### src/rtl/motor_ramp_ctrl.sv
// motor_ramp_ctrl -- two-wheel duty ramp controller with direction reversal.
//
// A command carries a target duty and direction per wheel. The registered duty
// outputs move by one count per prescaler step until they reach the target.
// A wheel that must reverse first ramps down to zero, then its H-bridge direction
// is flipped, and then it ramps up again. estop forces both duties to zero at
// once and holds the block in BRAKE until estop is released.
//
// Build option: define MOTOR_RAMP_DWELL_EN to add the DWELL state. A reversing
// wheel then sits at zero duty for DWELL_STEPS ramp steps before its direction
// flips. If the macro is not defined, the direction flips on the first step tick
// at zero duty.
//
// Parameters
//   RAMP_DIV    clk_in cycles per ramp step (>= 2)
//   DWELL_STEPS ramp steps spent at zero duty before a flip (>= 1)
//   DUTY_MAX    ceiling applied to accepted targets (0..15)
// Ports
//   clk_in            sole clock, rising edge
//   reset             asynchronous, active-high
//   cmd_valid         command offered; held by the sender until cmd_ready
//   cmd_ready         command can be accepted this cycle
//   tgt_l, tgt_r      target duty per wheel (PWM counts)
//   tdir_l, tdir_r    target direction per wheel, 0 = forward
//   estop             emergency stop, level-sensitive, highest priority
//   duty_l, duty_r    registered duty to the PWM generators
//   dir_l, dir_r      registered H-bridge direction
//   busy              high in RAMP, DWELL or BRAKE
//   done              one-cycle pulse in the cycle a command settles
module motor_ramp_ctrl #(
    parameter int unsigned RAMP_DIV    = 1525,
    parameter int unsigned DWELL_STEPS = 8,
    parameter int unsigned DUTY_MAX    = 15
) (
    input  logic       clk_in,
    input  logic       reset,
    input  logic       cmd_valid,
    output logic       cmd_ready,
    input  logic [3:0] tgt_l,
    input  logic [3:0] tgt_r,
    input  logic       tdir_l,
    input  logic       tdir_r,
    input  logic       estop,
    output logic [3:0] duty_l,
    output logic [3:0] duty_r,
    output logic       dir_l,
    output logic       dir_r,
    output logic       busy,
    output logic       done
);

    if (RAMP_DIV < 2 || DWELL_STEPS < 1 || DUTY_MAX > 15) begin : g_param_check
        $error("motor_ramp_ctrl: parameter out of range");
    end

    localparam int unsigned PW = (RAMP_DIV > 1) ? $clog2(RAMP_DIV) : 1;
    localparam logic [PW-1:0] PRE_LAST = PW'(RAMP_DIV - 1);
    localparam logic [3:0] DUTY_CAP = 4'(DUTY_MAX);

    localparam logic [2:0] ST_IDLE  = 3'd0;
    localparam logic [2:0] ST_RAMP  = 3'd1;
    localparam logic [2:0] ST_HOLD  = 3'd2;
    localparam logic [2:0] ST_BRAKE = 3'd3;
`ifdef MOTOR_RAMP_DWELL_EN
    localparam logic [2:0] ST_DWELL = 3'd4;
    localparam int unsigned DW = (DWELL_STEPS > 1) ? $clog2(DWELL_STEPS) : 1;
    localparam logic [DW-1:0] DWELL_LAST = DW'(DWELL_STEPS - 1);

    logic [DW-1:0] dwell_cnt;
`endif

    logic [2:0]    state;
    logic [PW-1:0] pre_cnt;
    logic [3:0]    tgt_q_l, tgt_q_r;
    logic          tdir_q_l, tdir_q_r;

    logic          step_tick;
    logic          mis_l, mis_r;
    logic          zero_mis_l, zero_mis_r;
    logic          settled;
    logic          accept;
    logic [3:0]    sat_l, sat_r;

    // One ramp step: a wheel facing the wrong way only ever moves towards zero;
    // otherwise it moves one count towards its target. Never wraps.
    function automatic logic [3:0] step_duty(input logic [3:0] duty,
                                             input logic       mismatch,
                                             input logic [3:0] target);
        if (mismatch)
            return (duty != 4'd0) ? duty - 4'd1 : duty;
        else if (duty < target)
            return duty + 4'd1;
        else if (duty > target)
            return duty - 4'd1;
        else
            return duty;
    endfunction

    always_comb begin
        step_tick  = (pre_cnt == PRE_LAST);
        mis_l      = dir_l ^ tdir_q_l;
        mis_r      = dir_r ^ tdir_q_r;
        zero_mis_l = mis_l && (duty_l == 4'd0);
        zero_mis_r = mis_r && (duty_r == 4'd0);
        settled    = !mis_l && !mis_r && (duty_l == tgt_q_l) && (duty_r == tgt_q_r);
        cmd_ready  = ((state == ST_IDLE) || (state == ST_HOLD)) && !estop;
        accept     = cmd_valid && cmd_ready;
        busy       = (state == ST_RAMP) || (state == ST_BRAKE)
`ifdef MOTOR_RAMP_DWELL_EN
                     || (state == ST_DWELL)
`endif
                     ;
        // Settling is seen combinationally so done coincides with the RAMP exit.
        done       = (state == ST_RAMP) && settled && !estop;
        sat_l      = (tgt_l > DUTY_CAP) ? DUTY_CAP : tgt_l;
        sat_r      = (tgt_r > DUTY_CAP) ? DUTY_CAP : tgt_r;
    end

    // Free-running step prescaler, independent of the controller state.
    always_ff @(posedge clk_in or posedge reset) begin
        if (reset)
            pre_cnt <= '0;
        else if (step_tick)
            pre_cnt <= '0;
        else
            pre_cnt <= pre_cnt + PW'(1);
    end

    always_ff @(posedge clk_in or posedge reset) begin
        if (reset) begin
            state    <= ST_IDLE;
            duty_l   <= '0;
            duty_r   <= '0;
            dir_l    <= 1'b0;
            dir_r    <= 1'b0;
            tgt_q_l  <= '0;
            tgt_q_r  <= '0;
            tdir_q_l <= 1'b0;
            tdir_q_r <= 1'b0;
`ifdef MOTOR_RAMP_DWELL_EN
            dwell_cnt <= '0;
`endif
        end else if (estop) begin
            // Directions are left alone so the bridge is not switched under load.
            state   <= ST_BRAKE;
            duty_l  <= '0;
            duty_r  <= '0;
            tgt_q_l <= '0;
            tgt_q_r <= '0;
`ifdef MOTOR_RAMP_DWELL_EN
            dwell_cnt <= '0;
`endif
        end else begin
            case (state)
                ST_IDLE, ST_HOLD: begin
                    // Acceptance never moves a duty, even on a step tick.
                    if (accept) begin
                        tgt_q_l  <= sat_l;
                        tgt_q_r  <= sat_r;
                        tdir_q_l <= tdir_l;
                        tdir_q_r <= tdir_r;
                        state    <= ST_RAMP;
                    end
                end
                ST_RAMP: begin
`ifdef MOTOR_RAMP_DWELL_EN
                    if (zero_mis_l || zero_mis_r) begin
                        state     <= ST_DWELL;
                        dwell_cnt <= '0;
                    end else
`endif
                    if (settled) begin
                        state <= ((duty_l != 4'd0) || (duty_r != 4'd0)) ? ST_HOLD : ST_IDLE;
                    end else if (step_tick) begin
                        duty_l <= step_duty(duty_l, mis_l, tgt_q_l);
                        duty_r <= step_duty(duty_r, mis_r, tgt_q_r);
`ifndef MOTOR_RAMP_DWELL_EN
                        // Without a dwell the flip happens on the tick spent at zero.
                        if (zero_mis_l) dir_l <= tdir_q_l;
                        if (zero_mis_r) dir_r <= tdir_q_r;
`endif
                    end
                end
`ifdef MOTOR_RAMP_DWELL_EN
                ST_DWELL: begin
                    // Both duties are frozen here; only the dwell count advances.
                    if (step_tick) begin
                        if (dwell_cnt == DWELL_LAST) begin
                            if (zero_mis_l) dir_l <= tdir_q_l;
                            if (zero_mis_r) dir_r <= tdir_q_r;
                            dwell_cnt <= '0;
                            state     <= ST_RAMP;
                        end else begin
                            dwell_cnt <= dwell_cnt + DW'(1);
                        end
                    end
                end
`endif
                ST_BRAKE: state <= ST_IDLE;
                default:  state <= ST_IDLE;
            endcase
        end
    end

endmodule
### config.mk
export PLATFORM = sky130hd
export DESIGN_NAME = motor_ramp_ctrl
export DESIGN_NICKNAME = d
export VERILOG_FILES = /design/src/rtl/motor_ramp_ctrl.sv
export SDC_FILE = /design/constraint.sdc
export NUM_CORES = 1
export LEC_CHECK = 0
export CAP_MARGIN = 25
export CORE_ASPECT_RATIO = 1.75
export CORE_MARGIN = 1
export CORE_UTILIZATION = 57
export CTS_BUF_LIST = sky130_fd_sc_hd__clkbuf_8
export CTS_CLUSTER_DIAMETER = 150
export CTS_CLUSTER_SIZE = 40
export DETAILED_ROUTE_END_ITERATION = 6
export PLACE_DENSITY_LB_ADDON = 0.08
export SLEW_MARGIN = 15
export SYNTH_ARGS = -nofsm -noshare
export SYNTH_HDL_FRONTEND = slang
export SYNTH_SLANG_ARGS = --single-unit
### constraint.sdc
create_clock -name clk_in -period 2.4 [get_ports clk_in]
set_input_delay 0.24 -clock clk_in [delete_from_list [all_inputs] [get_ports clk_in]]
set_output_delay 0.24 -clock clk_in [all_outputs]
set_load 0.005 [all_outputs]
==> results by group, run 1 <==
Critical path
  – Setup crit end kind: flip-flop
  – Worst r2r dst: duty_r[1]
  – Crit path cell chain: ha_1 -> nand4_1 -> buf_4 -> nor4_1 -> nand4bb_1 -> or4b_1 -> a21oi_1
  – FF-to-FF Start: duty_r[1]
  – R2r setup slk: 0.11 ns
  – WP buf/inv: 1
  – R2R cell count: 7
  – Top delay family on crit path: simple AND/OR/NAND/NOR gates
  – Slowest cell delay on critical path: 0.58 ns
  – Type of origin of the critical path: flip-flop
  – WP data arrival: 2.48 ns
  – Setup CP Type: flip-flop to flip-flop
  – Number of cells on the critical path: 7
  – Worst EP required: 2.60 ns
  – Slowest library cell on the worst path: or4b_1
  – Worst-path maximum fanout: 4

STA
  – Fin Setup TNS: 0 ns
  – Layout Skew: 0.004796 ns
  – Fmax: 0.4370 GHz
  – Hold Vio Cnt, Final: 0
  – Unrepaired setup endpoints after global routing: no
  – Final min period: 2.288 ns
  – Final setup viols: 0
  – Pins Over Slew Limit: 0
  – Final worst path period share: 95.34%
  – Slew HR: 70.83%
  – Worst Tran Pin Value: 0.4362 ns

Layout
  – Final Non-Filler Cells: 318
  – Most frequent cells in the layout: 33 x dfrtp_1, 25 x clkdlybuf4s50_1, 23 x nor2_1
  – Diode count: 0
  – Area occupied by multi-input gates: 0.001171 mm2
  – Final Cell Area: 0.002605 mm2
  – Commonest non-fill, non-tap cell in the layout: dfrtp_1
  – Share of layout cells above drive strength 1: 16.12%
  – Filler Cells Inserted: 281
  – Total Nets Final: 302
  – Register Area: 825.8 um2
  – Layout Utilization: 75.87%
  – Layout area overhead: 26.18%

Placed design
  – GPL Wtd Cong: 0.9225
  – Placed inst area: 0.002479 mm2
  – Input/output buffers: 26
  – Placed cell count: 310
  – Post-DP HPWL: 3.636 mm

Route
  – ANT nets after route: 0
  – Vias post-DR: 1754
  – DRT Pass-1 Iters: 4
  – Routed vias/inst: 5.516
  – Top Metal Used: met4
  – DRC violations left: 0
  – Met3 Wirelength: 118 um
  – Total Wirelength: 4.859 mm
  – WL per Instance: 15.28 um
  – DRT met1 WL: 1.849 mm
  – Met2 Wirelength: 2.810 mm
  – DR iter-0 viols: 50

GRT
  – Grt ovf: 0
  – First-pass GRT wire length: 7.665 mm
  – Total global-route track usage: 28.36%
  – Initial antenna violation count: 0
  – Largest net degree at the start of global routing: 34
  – Vias in the first global route: 1689

Yosys
  – Area fraction of the dominant cell type after synthesis: 40.00%
  – Mapped Nets: 260
  – Syn_area_per_cell: 8.976 um2
  – Mux cell area share after synthesis: 4.364%
  – Largest family of logic cells by synthesized area: simple AND/OR/NAND/NOR gates
  – Post-Syn Area: 0.002064 mm2
  – Synth area leader: dfrtp_1
  – Post-synthesis register bit count: 33
  – Post-Synth Adder-Cell Area: 9.697%
  – Post-Synthesis Cells: 230
  – Synth Warn #: 0
  – Synth Area in XOR/XNOR: 3.394%
  – Synth cell types: 35
  – Top cells by area, synth: dfrtp_1 40%, ha_1 9.7%, a21oi_1 4.6%
  – Synth Area in Compound Gates: 12.36%
  – Simple-gate share of the synthesized area: 26.18%
  – Seq/Total Area, Yosys: 40.00%

Floorplan
  – Core Area: 0.003433 mm2
  – IO Pins: 27
  – Initial Utilization: 60.13%
  – Die ar.: 0.003876 mm2
  – Die W: 47.50 um
  – FP Rows: 28
  – Vert. Die Dim: 81.62 um

CTS
  – Later-pin clock latency in the skew report: 0.29 ns
  – Clk slew on worst S/H paths: 0.07 ns
  – CTS Buffer Depth: 2
  – Cts hold-fix bufs: 0
  – CTS tree: done
  – TritonCTS Buffers: 5
  – Clk root buf: clkbuf_8
  – CTS H-tree lvls: 2
  – Clock Sinks: 33
  – Post-CTS Setup Inserts: 0

Pwr
  – Peak VDD IR: 0.5827 mV
  – Tot Pwr: 1.404 mW
  – Leak Pwr: 1.146 nW
  – Power per Cell Area: 538.9 mW/mm2

Worst hold path
  – HP Class: input port to asynchronous set/reset pin

Flow run
  – Max-Cap Viols: 0

Run status
  – Outcome: finished clean
-- what timing repair did --
item / 4_1_cts / 5_1_grt
endpoints found under the setup margin: 1 / 1
pin swaps: 0 / 3
resized for setup: 1 / 5
-- cell families after synthesis --
group | Yosys count
multiplexers | 8
AO/OA/AOI/OAI | 46
flip-flops | 33
XOR/XNOR | 8
adder cells (fa/ha/maj) | 16
AND/OR/NAND/NOR | 97
buffers and inverters | 22
-- per-layer routing --
layer | GRT usage [%] | up-vias
li1 | - | 883
met1 | 29.83 | 834
met2 | 52.33 | 30
met3 | 4.835 | 7
met4 | 10.86 | 0
met5 | 0 | -
-- state kept, by name, indices dropped and copies added, names as in the netlist --
signal    cells
dir_l         1
duty_l        4
state         2
duty_r        4
pre_cnt      11
tdir_q_r      1
tdir_q_l      1
tgt_q_l       4
tgt_q_r       4
dir_r         1
-- area by class of cell --
type                            instances  share of cell area (%)
Clock buffer                            6                   3.170
Clock inverter                          2                   1.297
Inverter                               14                   2.017
Multi-Input combinational cell        175                   44.96
Sequential cell                        33                   31.70
Tap cell                               45                   2.161
Timing Repair Buffer                   43                   14.70
-- worst max path at each step --
stage / from / endpoint / slack (ns)
floorplan: duty_l[2] / duty_l[2] / 0.28
global placement: duty_r[2] / done / 0.10
detailed placement: duty_r[1] / done / 0.1
CTS: duty_r[1] / done / 0.04
global route: tgt_q_r[3] / duty_r[1] / 0.03
finish: duty_r[1] / duty_r[1] / 0.11
-- Yosys cell counts --
| library cell | count |
|---|---|
| dfrtp_1 | 33 |
| nor2_1 | 23 |
| nand2_1 | 22 |
| a21oi_1 | 19 |
| o21ai_0 | 18 |
| ha_1 | 16 |
| inv_1 | 14 |
| clkbuf_1 | 8 |
| mux2_2 | 8 |
| nand3_1 | 8 |
| nor3_1 | 7 |
| nor2b_1 | 6 |
| nand2b_1 | 5 |
| or3_1 | 5 |
| xor2_1 | 5 |
| a211oi_1 | 4 |
| nand4_1 | 3 |
| o31ai_1 | 3 |
| xnor2_1 | 3 |
| nor3b_1 | 2 |
| or2_2 | 2 |
| or3b_2 | 2 |
| or4b_1 | 2 |
| a2bb2oi_1 | 1 |
| and2b_2 | 1 |
| and3_2 | 1 |
| nand3_4 | 1 |
| nand4b_2 | 1 |
| nand4bb_1 | 1 |
| nor4_1 | 1 |
| nor4_4 | 1 |
| nor4b_1 | 1 |
| o22a_1 | 1 |
| or3b_1 | 1 |
| or4_1 | 1 |
-- power breakdown --
| group | internal [mW] | switching, mW |
|---|---|---|
| clock network | 0.334 | 0.207 |
| logic | 0.118 | 0.148 |
| registers | 0.577 | 0.0195 |
-- per-stage QoR --
step | hold WS (ns) | setup slack (ns)
after floorplan | 0.3689 | 0.2791
after global placement | 0.4975 | 0.1004
after detailed placement | 0.5035 | 0.09549
after CTS | 0.3634 | 0.03639
after global routing | 0.3986 | 0.03237
final | 0.3533 | 0.1119
-- tightest hold or removal path, cell delays in order --
cell and delay, ns:
clkdlybuf4s50_1 0.40, inv_1 0.05, buf_4 0.38
No activity file was read; power rests on OpenSTA's default activity.
==> inputs of run 2 (changes only) <==
RECOVER_POWER = 100   (was unset)
==> run 2 against run 1 <==
Compared with the run above:
- maximum frequency up 0.18%
- clock power barely moved
- register-to-register slack about the same
- hold slack gained 0.14 ns
- count of clock-buffer cells in the layout unchanged
- critical path type unchanged
- die area unchanged
- largest cell class unchanged
- routed wire length decreased by 0.16%
- setup slack gained 0.0042 ns
==> results by group, run 2 (synthesis results as in run 1) <==
Run status
  – Outcome: finished clean

STA
  – WHS: 0.4910 ns
  – Unrepaired setup endpoints after global routing: no
  – Final worst path period share: 95.16%
  – Fin Setup TNS: 0 ns
  – Final setup viols: 0
  – Layout Skew: 0.004397 ns
  – Pins Over Slew Limit: 0
  – Slew HR: 43.23%
  – Worst Tran Pin Value: 0.8516 ns
  – Hold Vio Cnt, Final: 0
  – Fmax: 0.4379 GHz
  – Final min period: 2.284 ns

Floorplan
  – Die ar.: 0.003876 mm2
  – FP Rows: 28
  – IO Pins: 27
  – Vert. Die Dim: 81.62 um
  – Core Area: 0.003433 mm2
  – Initial Utilization: 60.13%
  – Die W: 47.50 um

Route
  – ANT nets after route: 0
  – Total Wirelength: 4.851 mm
  – Routed vias/inst: 5.553
  – DR iter-0 viols: 58
  – WL per Instance: 15.25 um
  – Vias post-DR: 1766
  – DRC violations left: 0
  – DRT Pass-1 Iters: 4

Worst hold path
  – HP Class: flip-flop to flip-flop

Critical path
  – Setup crit end kind: flip-flop
  – Type of origin of the critical path: flip-flop
  – Worst-path maximum fanout: 4
  – WP data arrival: 2.47 ns
  – Worst EP required: 2.59 ns
  – Setup CP Type: flip-flop to flip-flop

Pwr
  – Leak Pwr: 1.126 nW
  – Peak VDD IR: 0.5875 mV
  – Power per Cell Area: 542.3 mW/mm2

CTS
  – Clock Sinks: 33
  – TritonCTS Buffers: 5
  – Clk root buf: clkbuf_8
  – Later-pin clock latency in the skew report: 0.29 ns
  – Clk slew on worst S/H paths: 0.07 ns
  – Post-CTS Setup Inserts: 0
  – CTS Buffer Depth: 2
  – CTS tree: done
  – CTS H-tree lvls: 2
  – Cts hold-fix bufs: 0

Layout
  – Layout area overhead: 24.42%
  – Commonest non-fill, non-tap cell in the layout: dfrtp_1
  – Max reg flops: 11
  – Total Nets Final: 302
  – Most frequent cells in the layout: 33 x dfrtp_1, 23 x nor2_1, 22 x nand2_1
  – Most flops, register: pre_cnt
  – Share of layout cells above drive strength 1: 12.82%
  – Diode count: 0

GRT
  – Initial antenna violation count: 0
  – Total global-route track usage: 28.36%
  – First-pass GRT wire length: 7.665 mm
  – Grt ovf: 0
  – Largest net degree at the start of global routing: 34
  – Vias in the first global route: 1689

Placed design
  – Post-DP HPWL: 3.636 mm
  – Input/output buffers: 26
  – GPL Wtd Cong: 0.9225

Flow run
  – Max-Cap Viols: 0
run 2: cell count changes in the layout (fill, tap and decap cells not counted), sizes merged:
cell,previous run,this run
clkdlybuf4s50,25,11
dlygate4sd3,0,14
clkbuf,7,15
buf,17,9
run 2: what timing repair did:
item                                    CTS  global route
endpoints found under the setup margin    1             1
resized for setup                         1             5
pin swaps                                 0             3
run 2: metrics by stage:
step	std cells	cell area, um2	setup slack [ns]	util [%]	power (mW)
detailed placement	310	2479	0.09549	72.19	0.8611
CTS	318	2594	0.03639	75.55	1.404
finish	318	2569	0.1161	74.82	1.393
global route	318	2569	0.02543	74.82	1.446
global placement	310	2479	0.1004	72.19	0.8539
floorplan	230	2064	0.2791	-	0.7661
run 2: cell type report:
cell class	instances	area, um2
sequential	33	825.8
clock buffer	6	82.58
timing repair buffer	43	352.8
inverter	14	52.55
multi-input combinational	175	1165
fill	287	864.6
clock inverter	2	33.78
tap	45	56.30
run 2: worst paths after layout:
check                             from     endpoint  slack [ns]  cells after the start
setup reg to reg             duty_r[1]    duty_r[1]        0.12                      7
min in group asynchronous        reset   pre_cnt[8]        0.65                      3
setup / recovery             duty_r[1]    duty_r[1]        0.12                      7
hold reg to reg            pre_cnt[10]  pre_cnt[10]        0.49                      1
hold / removal             pre_cnt[10]  pre_cnt[10]        0.49                      1
max in group asynchronous        reset   pre_cnt[9]        1.22                      3
run 2: layer usage:
metal	track usage, %	share of wire, %	vias up
met4	10.86	1.8	0
li1	-	-	884
met3	4.835	2.5	7
met2	52.33	58	31
met5	0	0	-
met1	29.83	38	844
run 2: worst max-delay path, cell delays in order, from the launching register on:
cell,delay (ns)
dfrtp_1,0.40
ha_1,0.33
nand4_1,0.14
buf_4,0.13
nor4_1,0.06
nand4bb_1,0.34
or4b_1,0.57
a21oi_1,0.22
run 2: power by group:
part	switching [mW]	leakage (nW)	internal (mW)
Clock	0.208	0.0626	0.334
Sequential	0.0194	0.434	0.577
Combinational	0.150	0.629	0.105
